## config.mk

```make
export PLATFORM = sky130hd
export DESIGN_NAME = rom_axi_read_slave
export DESIGN_NICKNAME = d
export VERILOG_FILES = /design/src/rtl/rom_axi_pkg.sv /design/src/rtl/rom_axi_read_slave.sv
export SDC_FILE = /design/constraint.sdc
export NUM_CORES = 1
export LEC_CHECK = 0
export BUFFER_PORTS_ARGS = -buffer_cell sky130_fd_sc_hd__buf_2
export CAP_MARGIN = 5
export CELL_PAD_IN_SITES_DETAIL_PLACEMENT = 0
export CELL_PAD_IN_SITES_GLOBAL_PLACEMENT = 1
export CORE_MARGIN = 2
export CORE_UTILIZATION = 28
export DETAILED_ROUTE_END_ITERATION = 8
export GPL_ROUTABILITY_DRIVEN = 0
export GPL_TIMING_DRIVEN = 0
export PLACE_DENSITY_LB_ADDON = 0.1
export SLEW_MARGIN = 20
export SYNTH_ARGS = -nofsm -noshare
export SYNTH_HDL_FRONTEND = slang
export SYNTH_SLANG_ARGS = --single-unit
```

## constraint.sdc

```tcl
create_clock -name clk -period 1.6 [get_ports clk]
set_input_delay 0.16 -clock clk [delete_from_list [all_inputs] [get_ports clk]]
set_output_delay 0.16 -clock clk [all_outputs]
set_load 0.005 [all_outputs]
```

## src/rtl/rom_axi_pkg.sv

```systemverilog
// Shared types and encodings for the ROM AXI4 read slave.
package rom_axi_pkg;

  // Read-path sequencing: issue ROM access, latch ROM data, hold response.
  typedef enum logic [1:0] {
    IDLE  = 2'd0,
    ISSUE = 2'd1,
    LATCH = 2'd2,
    RESP  = 2'd3
  } state_t;

  // AXI burst type encodings.
  localparam logic [1:0] BURST_FIXED = 2'b00;
  localparam logic [1:0] BURST_INCR  = 2'b01;
  localparam logic [1:0] BURST_WRAP  = 2'b10;

  // AXI response encodings.
  localparam logic [1:0] RESP_OKAY   = 2'b00;
  localparam logic [1:0] RESP_SLVERR = 2'b10;

endpackage

```

## src/rtl/rom_axi_read_slave.sv

```systemverilog
// AXI4 read-only slave fronting a synchronous ROM macro (CK/CS/OE/A/DO).
// One ROM word per beat; each beat takes ISSUE -> LATCH -> RESP.
module rom_axi_read_slave
  import rom_axi_pkg::*;
#(
  parameter int ADDR_SIZE = 12,
  parameter int WORD_SIZE = 32,
  parameter int ID_W      = 4
) (
  input  logic                 clk,
  input  logic                 rst,
  input  logic [ID_W-1:0]      ARID,
  input  logic [31:0]          ARADDR,
  input  logic [7:0]           ARLEN,
  input  logic [2:0]           ARSIZE,
  input  logic [1:0]           ARBURST,
  input  logic                 ARVALID,
  output logic                 ARREADY,
  output logic [ID_W-1:0]      RID,
  output logic [WORD_SIZE-1:0] RDATA,
  output logic [1:0]           RRESP,
  output logic                 RLAST,
  output logic                 RVALID,
  input  logic                 RREADY,
  output logic                 ROM_CS,
  output logic                 ROM_OE,
  output logic [ADDR_SIZE-1:0] ROM_A,
  input  logic [WORD_SIZE-1:0] ROM_DO
);

  state_t                 state, next_state;
  logic                   arready_q;
  logic [ID_W-1:0]        rid_q;
  logic [1:0]             burst_q;
  logic [ADDR_SIZE-1:0]   idx_q;
  logic [7:0]             remaining_q;
  logic [WORD_SIZE-1:0]   rdata_q;
  logic                   rlast_q;
  logic                   rvalid_q;
  logic                   rom_cs;
  logic                   rom_oe;
  logic                   ar_hs;
  logic                   r_hs;

  // Size, byte offset and out-of-range address bits carry no information for this ROM.
  logic unused_inputs;
  assign unused_inputs = ^{ARSIZE, ARADDR[31:ADDR_SIZE+2], ARADDR[1:0]};

  assign ar_hs = (state == IDLE) && ARVALID && arready_q;
  assign r_hs  = (state == RESP) && rvalid_q && RREADY;

  // State register.
  always_ff @(posedge clk) begin
    if (rst) state <= IDLE;
    else     state <= next_state;
  end

  // Next-state and ROM strobe decode.
  always_comb begin
    next_state = state;
    rom_cs     = 1'b0;
    rom_oe     = 1'b0;
    case (state)
      IDLE:  if (ar_hs) next_state = ISSUE;
      ISSUE: begin
        rom_cs     = 1'b1;
        next_state = LATCH;
      end
      LATCH: begin
        rom_oe     = 1'b1;
        next_state = RESP;
      end
      RESP:  if (r_hs) next_state = rlast_q ? IDLE : ISSUE;
      default: next_state = IDLE;
    endcase
  end

  // ARREADY is registered so it stays low through reset and rises one cycle
  // after returning to IDLE; a request coincident with the last R beat waits a cycle.
  always_ff @(posedge clk) begin
    if (rst) arready_q <= 1'b0;
    else     arready_q <= (next_state == IDLE);
  end

  // Request capture, beat bookkeeping and the R-channel holding registers.
  always_ff @(posedge clk) begin
    if (rst) begin
      rid_q       <= '0;
      burst_q     <= '0;
      idx_q       <= '0;
      remaining_q <= '0;
      rdata_q     <= '0;
      rlast_q     <= 1'b0;
      rvalid_q    <= 1'b0;
    end else begin
      case (state)
        IDLE: begin
          if (ar_hs) begin
            rid_q       <= ARID;
            burst_q     <= ARBURST;
            idx_q       <= ARADDR[ADDR_SIZE+1:2];
            remaining_q <= ARLEN;
          end
        end
        LATCH: begin
          rdata_q  <= ROM_DO;
          rlast_q  <= (remaining_q == '0);
          rvalid_q <= 1'b1;
        end
        RESP: begin
          if (r_hs) begin
            rvalid_q <= 1'b0;
            if (!rlast_q) begin
              remaining_q <= remaining_q - 8'd1;
              if (burst_q != BURST_FIXED) idx_q <= idx_q + ADDR_SIZE'(1);
            end
          end
        end
        default: ;
      endcase
    end
  end

  assign ARREADY = arready_q;
  assign RID     = rid_q;
  assign RDATA   = rdata_q;
  assign RRESP   = RESP_OKAY;
  assign RLAST   = rlast_q;
  assign RVALID  = rvalid_q;
  assign ROM_CS  = rom_cs;
  assign ROM_OE  = rom_oe;
  assign ROM_A   = idx_q;

endmodule

```

# Yosys cells after proc, flatten, opt, wreduce, memory -nomap -nowiden
# Cells that the tools add are included.
# totals
ff_bits	63
in_bits	85
out_inout_bits	55
wordCells	49
# op_classes
add_sub_neg	2
eq_ne	7
n_mux	17
n_reduce_logical	14
# op_table
cell	n
$mux W12	4
$mux W8	3
$pmux W12 S2	1
$pmux W8 S2	1
$add A12 B1 Y12 const B	1
$logic_not A8 Y1	1
$pmux W2 S4	1
$sub A8 B1 Y8 const B	1
$ne A2 B2 Y1 const B	3
$reduce_bool A2 Y1	3
$reduce_and A5 Y1	1
$eq A2 B2 Y1 const B	2
$logic_and A1 B1 Y1	4
$logic_not A2 Y1	2
$mux W1	4
$mux W2	2
$reduce_and A2 Y1	2
$reduce_and A4 Y1	1
$eq A2 B1 Y1 const B	1
$ne A2 B1 Y1 const B	1
$pmux W1 S2	1

# Logic depth before layout (Yosys ltp)
# Gate-level depths: netlist of the first run.
# logic_depth
depth_word	6
mapped_depth	7
ltp_nobuf	6

# Least setup slack after synthesis of the first run
# Ideal clock, no wire load.
# synth_path
path_kind	register -> register
from	reg remaining_q[0]
to	reg remaining_q[6]
setup_ps	132
t_arrival_ps	1446
required_ps	1468
slack_ps	22
path_stages_with_launch	7
path_buffers	0
synth_period_minus_slack_ps	1578
path_cell_list	dfxtp_1 > inv_1 > ha_1 > or3b_2 > o21a_1 > o21ai_0 > a21oi_1
# synth_via
elab_chain_len	4
# synth_lines
item	line_no	source
from (decl)	rom_axi_read_slave.sv:36	logic [7:0] remaining_q;
from (signal assigned)	rom_axi_read_slave.sv:114	remaining_q <= remaining_q - 8'd1;
$sub A8 B1 Y8	rom_axi_read_slave.sv:114	
$mux W8	rom_axi_read_slave.sv:113	if (!rlast_q) begin
$mux W8	rom_axi_read_slave.sv:111	if (r_hs) begin
$pmux W8 S2	rom_axi_read_slave.sv:96	case (state)
# Every way passes these cells. The select of a mux whose other input is x is not followed.
# A chain may end at the register's enable or synchronous reset.

# Final worst setup path of the first run
# layout_path
from	reg idx_q[2], in the netlist ROM_A[2]
to	reg idx_q[9], in the netlist ROM_A[9]
# layout_via
elab_chain_len	5
# layout_lines
item	line_no	source
from (decl)	rom_axi_read_slave.sv:35	logic [ADDR_SIZE-1:0] idx_q;
from (signal assigned)	rom_axi_read_slave.sv:101	idx_q <= ARADDR[ADDR_SIZE+1:2];
from (signal assigned)	rom_axi_read_slave.sv:115	if (burst_q != BURST_FIXED) idx_q <= idx_q + ADDR_SIZE'(1);
$add A12 B1 Y12	rom_axi_read_slave.sv:115	
$mux W12	rom_axi_read_slave.sv:115	
$mux W12	rom_axi_read_slave.sv:113	
$mux W12	rom_axi_read_slave.sv:111	
$pmux W12 S2	rom_axi_read_slave.sv:96	
# Every way passes these cells. The select of a mux whose other input is x is not followed.

==> impl_metrics.env, run 1 <==
export IMPL_async_reset_ff_frac=0
export IMPL_max_cap_violations=0
export IMPL_timing_critical_path_from_type="register"
export IMPL_dieArea_mm2=0.0110
export IMPL_antenna_violations_before_repair=0
export IMPL_area_contributors_post_synth="dfxtp_1, nand2_1, a21oi_1"
export IMPL_finalClockSkew_ps=9.93
export IMPL_post_route_min_period_ps=1530
export IMPL_worstSkewPairLatency_ps=350
export IMPL_timing_setup_tns_ps=0
export IMPL_grt_pass1_wl_um=15200
export IMPL_drtPass1Iterations=4
export IMPL_clk_path_buf_depth=2
export IMPL_yosys_area_top_type_share=0.444
export IMPL_wl_per_cell_um=15.0
export IMPL_cts_tree="done"
export IMPL_placed_area_mm2=0.00357
export IMPL_post_route_cell_area_mm2=0.00390
export IMPL_via_count=3045
export IMPL_post_synth_top_count_cell="nand2_1"
export IMPL_cts_htree_levels=3
export IMPL_path_max_fanout=8
export IMPL_cp_data_arrival_time_ps=1780
export IMPL_seq_area_frac_synth=0.444
export IMPL_p_leak_nw=1.60
export IMPL_grt_pass1_vias=2887
export IMPL_finalWirelength_um=9390
export IMPL_r2r_worst_path_cells=4
export IMPL_hold_path_end="RDATA[4]"
export IMPL_status="complete, no violations"
export IMPL_fp_row_count=36
export IMPL_die_width_um=105
export IMPL_timing_hold_worst_path_depth=3
export IMPL_place_detailed_hpwl_um=6620
export IMPL_slew_of_the_pin_with_the_lowest_slew_margin_ps=611
export IMPL_gate_count_of_the_mapped_netlist=366
export IMPL_cts_root_buffer_cell="clkbuf_8"
export IMPL_number_of_warning_messages_in_the_yosys_log=0
export IMPL_timing_critical_path_slowest_stage_cell="dfxtp_1"
export IMPL_clock_edge_transition_at_the_registers_on_the_reported_setup_and_hold_paths_ps=80
export IMPL_dominantRegCellSynth="dfxtp_1"
export IMPL_unrepaired_setup_endpoints_after_global_routing="yes"
export IMPL_post_synth_instance_area_mm2=0.00284
export IMPL_fin_util=0.397
export IMPL_max_freq_mhz=652
export IMPL_final_fill_count=1089
export IMPL_irDropWorstVdd_mv=0.507
export IMPL_antenna_cells_inserted=0
export IMPL_cts_setup_buffers=0
export IMPL_dr_iter_0_viols=108
export IMPL_ant_nets=0
export IMPL_port_buffers=113
export IMPL_cts_sink_count=63
export IMPL_die_h_um=105
export IMPL_min_period_over_period=0.958
export IMPL_timing_final_hold_violations=0
export IMPL_finalSetupViolations=0
export IMPL_critPathCaptureType="register"
export IMPL_holdCritPathClass="primary input to register"
export IMPL_slew_viol_final=0
export IMPL_pwr_density_cell_mw_per_mm2=996
export IMPL_layout_drive_gt1_share=0.338
export IMPL_r2r_start="ROM_A[2]"
export IMPL_area_growth_syn_to_layout_pct=37.4
export IMPL_area_sequential_mm2=0.00127
export IMPL_ys_ff_latch=63
export IMPL_synth_lib_cells_used_distinct=49
export IMPL_syn_area_per_cell_um2=7.75
export IMPL_grt_util_all_layers=0.174
export IMPL_start_util=0.289
export IMPL_synth_top_cells_by_count="nand2_1, dfxtp_1, a21oi_1"
export IMPL_synth_enable_flop_cells=0
export IMPL_detail_route_drc_violations=0
export IMPL_timing_hold_worst_start="ROM_DO[4]"
export IMPL_reg_to_reg_slack_setup_ps=70
export IMPL_r2r_end="ROM_A[9]"
export IMPL_maximum_number_of_pins_on_one_net_before_global_route_repair=13
export IMPL_multi_input_comb_area_mm2=0.00153
export IMPL_critical_path_cell_chain="nand3_1 -> nor3_2 -> a31oi_1 -> a311o_1"
export IMPL_vias_per_cell=4.86
export IMPL_cp_required_ps=1840
export IMPL_floorplan_core_area_mm2=0.00982
export IMPL_cp_buffers_inverters=0
export IMPL_critical_path_max_stage_delay_ps=470
export IMPL_cts_made_buffers=9
export IMPL_grt_overflow_total=0
export IMPL_nNetsFinal=577
export IMPL_synth_largest_area_cell="dfxtp_1"
export IMPL_crit_path_kind="register to register"
export IMPL_crit_family="simple AND/OR/NAND/NOR gates"
export IMPL_design_portCount=140
export IMPL_maxSlewHeadroom=0.592
## registers in the layout, indices dropped and copies added, names as in the netlist
register     flops
RVALID           1
remaining_q      8
RID              4
ARREADY          1
RLAST            1
burst_q          2
RDATA           32
ROM_A           12
state            2
## placed cells by master, fill, tap and decap left out, types with 2 or more instances in the layout
cell type   Yosys  routed
a21o_1          2       2
a21oi_1        59      59
a22oi_1         2       2
a311oi_1        2       2
a31oi_1         3       3
and2_0          5       5
and2_1          3       2
and3_1          3       3
buf_2           4     113
buf_4           3       4
buf_6           1       2
clkbuf_1       19      14
clkbuf_2        0       3
clkbuf_4        0       2
clkbuf_8        0      10
clkinvlp_4      0       3
conb_1          1       2
dfxtp_1        63      56
dfxtp_2         0       5
dfxtp_4         0       2
ha_4            0       2
inv_6           0       2
nand2_1        93      92
nand2b_1        4       3
nand3_1         8       8
nand3b_1        3       3
nand4_1         4       4
nor2_1         12      12
nor3_1          8       7
nor3b_1         2       2
nor4_1          6       4
nor4b_1         3       3
o211ai_1        2       2
o21a_1          4       3
o21ai_0        17      13
o21ai_1         0       4
o32ai_1         3       3
or3_1           2       2
## how the worst max path moves through the flow
stage | start | end | slack, ps | depth (start not counted)
after floorplan | remaining_q[0] | remaining_q[6] | 20 | 6
after CTS | remaining_q[1] | remaining_q[6] | 4 | 6
after global placement | state[0] | ROM_OE | -150 | 5
after detailed placement | state[0] | RVALID | -180 | 6
after global routing | remaining_q[1] | remaining_q[6] | -50 | 6
final | ROM_A[2] | ROM_A[9] | 70 | 4
## repair_timing
action,4_1_cts,5_1_grt
pin swaps,0,2
resized for setup,21,27
hold buffers,0,0
gates cloned,0,0
setup endpoints to repair,51,22
## per-layer routing
metal | GRT usage | up-vias | share of wire
met1 | 0.230 | 1430 | 0.46
li1 | - | 1528 | -
met3 | 0.0518 | 6 | 0.049
met4 | 0.0429 | 0 | 0.0067
met2 | 0.280 | 81 | 0.48
met5 | 0 | - | 0
## area by class of cell
| type | count | share of cell area |
|---|---|---|
| repair buffers | 113 | 0.145 |
| clock inverters | 6 | 0.0180 |
| flip-flops and latches | 63 | 0.327 |
| inverters | 4 | 0.00577 |
| plain buffers | 25 | 0.0372 |
| clock buffers | 10 | 0.0327 |
| multi-input cells | 273 | 0.392 |
| well taps | 133 | 0.0427 |
## power breakdown
part           total, mW  switching (mW)  internal (mW)
Combinational      0.673           0.368          0.305
Clock               1.43           0.702          0.727
Sequential          1.78           0.103           1.68
Total               3.88            1.17           2.71
## worst min-delay path, stage by stage
cell and delay, ps:
buf_2 90, nand2_1 40, a21oi_1 50
## kinds of logic (layout without fill, tap and decap cells)
kind of cell	after synthesis	in the layout	synth area share
AOI/OAI and AO/OA	103	103	0.209
adders and majority gates	3	3	0.0132
buffers and inverters	31	158	0.0494
DFF	63	63	0.444
muxes	1	1	0.00397
other	1	2	0.00132
and+or+nand+nor	164	164	0.278
## stage by stage
step	setup slack [ps]	instances	total power [mW]	hold WS, ps
after floorplan	21.5	367	2.15	296
after global placement	-152	613	2.43	402
after detailed placement	-178	613	2.43	407
after CTS	3.67	628	3.90	24.2
after global routing	-47.5	627	4.10	26.4
final	66.5	627	3.88	39.0
Note: power is estimated with default switching activity, not from simulation.
==> inputs of run 2 (changes only) <==
- SETUP_SLACK_MARGIN: unset -> 0.3
- clock period: 1.6 -> 1.3 ns (I/O delays scaled with it)
==> run 2 against run 1 <==
Against the previous run:
- the flow now finishes with violations (negative setup slack)
- sequential share of layout area shrank 5.1 points
- count of clock-buffer cells in the layout rose by 1
- routed wire length increased by 4.3%
- critical endpoint is now ROM_A[0]
==> impl_metrics.env, run 2 (synthesized netlist as in run 1, its figures left out) <==
export IMPL_p_leak_nw=2.03
export IMPL_layout_cells_most_common_list="buf_2, nand2_1, a21oi_1, dfxtp_1, buf_6"
export IMPL_nNetsFinal=615
export IMPL_antenna_cells_inserted=0
export IMPL_cts_htree_levels=3
export IMPL_holdCritPathClass="primary input to register"
export IMPL_worstSkewPairLatency_ps=340
export IMPL_place_detailed_hpwl_um=6580
export IMPL_grt_pass1_vias=3101
export IMPL_maxSlewHeadroom=0.589
export IMPL_pwr_density_cell_mw_per_mm2=1110
export IMPL_final_fill_count=1014
export IMPL_port_buffers=113
export IMPL_unrepaired_setup_endpoints_after_global_routing="yes"
export IMPL_dp_cells=613
export IMPL_timing_critical_path_from_type="register"
export IMPL_drtPass1Iterations=4
export IMPL_grt_overflow_total=0
export IMPL_area_sequential_mm2=0.00133
export IMPL_finalSetupViolations=24
export IMPL_pre_cts_slack_ps=-383
export IMPL_die_h_um=105
export IMPL_cp_required_ps=1550
export IMPL_via_count=3205
export IMPL_status="finished, violations left"
export IMPL_wl_per_cell_um=14.7
export IMPL_layout_commonest_cell="buf_2"
export IMPL_whs_ps=20.0
export IMPL_crit_path_kind="register to register"
export IMPL_fin_util=0.492
export IMPL_start_util=0.289
export IMPL_detail_route_drc_violations=0
export IMPL_clock_edge_transition_at_the_registers_on_the_reported_setup_and_hold_paths_ps=80
export IMPL_min_period_over_period=1.14
export IMPL_max_freq_mhz=677
export IMPL_cp_data_arrival_time_ps=1730
export IMPL_crit_start="RLAST"
export IMPL_share_clk_of_total_power=0.354
export IMPL_clk_path_buf_depth=2
export IMPL_number_of_flip_flops_under_the_largest_register_name=32
export IMPL_cts_sink_count=63
export IMPL_area_growth_syn_to_layout_pct=70.4
export IMPL_grt_pass1_wl_um=15600
export IMPL_antenna_violations_before_repair=0
export IMPL_floorplan_core_area_mm2=0.00982
export IMPL_design_portCount=140
export IMPL_fp_row_count=36
export IMPL_post_route_min_period_ps=1480
export IMPL_critPathCaptureType="register"
export IMPL_finalWirelength_um=9790
export IMPL_die_width_um=105
export IMPL_setup_slack_ps=-178
export IMPL_failed_checks="negative setup slack"
export IMPL_timing_hold_worst_start="ROM_DO[30]"
export IMPL_layout_drive_gt1_share=0.523
export IMPL_timing_final_hold_violations=0
export IMPL_internal_power_mw=3.82
export IMPL_path_max_fanout=7
export IMPL_share_comb_of_total_power=0.236
export IMPL_slew_of_the_pin_with_the_lowest_slew_margin_ps=617
export IMPL_finalClockSkew_ps=10.7
export IMPL_cts_root_buffer_cell="clkbuf_8"
export IMPL_layout_cells_non_filler=665
export IMPL_irDropWorstVdd_mv=0.517
export IMPL_slew_viol_final=0
export IMPL_grt_util_all_layers=0.177
export IMPL_multi_input_comb_area_mm2=0.00177
export IMPL_placed_area_mm2=0.00374
export IMPL_ant_nets=0
export IMPL_share_seq_of_total_power=0.409
export IMPL_dieArea_mm2=0.0110
export IMPL_switching_share=0.288
export IMPL_r2r_start="RLAST"
export IMPL_net_switching_power_mw=1.54
export IMPL_cts_tree="done"
export IMPL_maximum_number_of_pins_on_one_net_before_global_route_repair=13
export IMPL_vias_per_cell=4.82
export IMPL_post_route_cell_area_mm2=0.00483
export IMPL_dr_iter_0_viols=67
export IMPL_max_cap_violations=0
export IMPL_cts_made_buffers=9
run 2: changes by cell type in the layout (fill, tap and decap cells not counted), moves of 9 or more:
| cell | change |
|---|---|
| nand2_1 | -12 |
| dfxtp_1 | -15 |
| buf_6 | +22 |
| clkbuf_1 | -11 |
| a21oi_2 | +16 |
| buf_4 | +19 |
| buf_2 | -9 |
| a21oi_1 | -17 |
| dfxtp_4 | +16 |
run 2: power by group through the flow:
stage	Sequential (mW)	Clock [mW]	Combinational, mW
after CTS	2.18	1.97	1.15
after global placement	2.23	0	0.854
final	2.19	1.90	1.27
after detailed placement	2.23	0	0.860
after global routing	2.21	2.05	1.38
after floorplan	2.22	0	0.510
run 2: path summary, 6_finish.rpt:
path,endpoint,slack [ps],cells past startpoint
worst max-delay path,ROM_A[0],-180,5
worst min-delay path,RDATA[30],20,3
worst max register to register,ROM_A[0],-180,5
worst min register to register,RDATA[19],450,2
run 2: area by class of cell:
type / count / area share
clock buffer: 11 / 0.0336
inverter: 4 / 0.00569
multi-input combinational: 273 / 0.366
clock inverter: 5 / 0.0129
tap: 133 / 0.0344
buffer: 27 / 0.0686
timing repair buffer: 149 / 0.202
sequential: 63 / 0.276
run 2: stage by stage:
stage                     power [mW]  setup TNS (ps)
after global routing            5.64           -4490
final                           5.36           -2110
after detailed placement        3.09          -10050
after CTS                       5.30           -2170
after global placement          3.08           -9370
after floorplan                 2.73            -341
run 2: metal layers:
metal	track usage	wire length [um]
met5	0	0
met4	0.0514	174
met3	0.0505	544
met2	0.297	4740
met1	0.222	4330
run 2: critical path: stages, from the launching register on:
cell and delay [ps]:
dfxtp_4 390, o21bai_2 230, o21a_1 210, buf_6 140
or3_1 310, a31oi_1 120
run 2: timing repair:
item / 4_1_cts / 5_1_grt
hold buffers: 0 / 0
endpoints found under the setup margin: 77 / 79
pin swaps: 15 / 21
cloned: 2 / 0
gates resized for setup: 92 / 57
setup buffers: 25 / 9
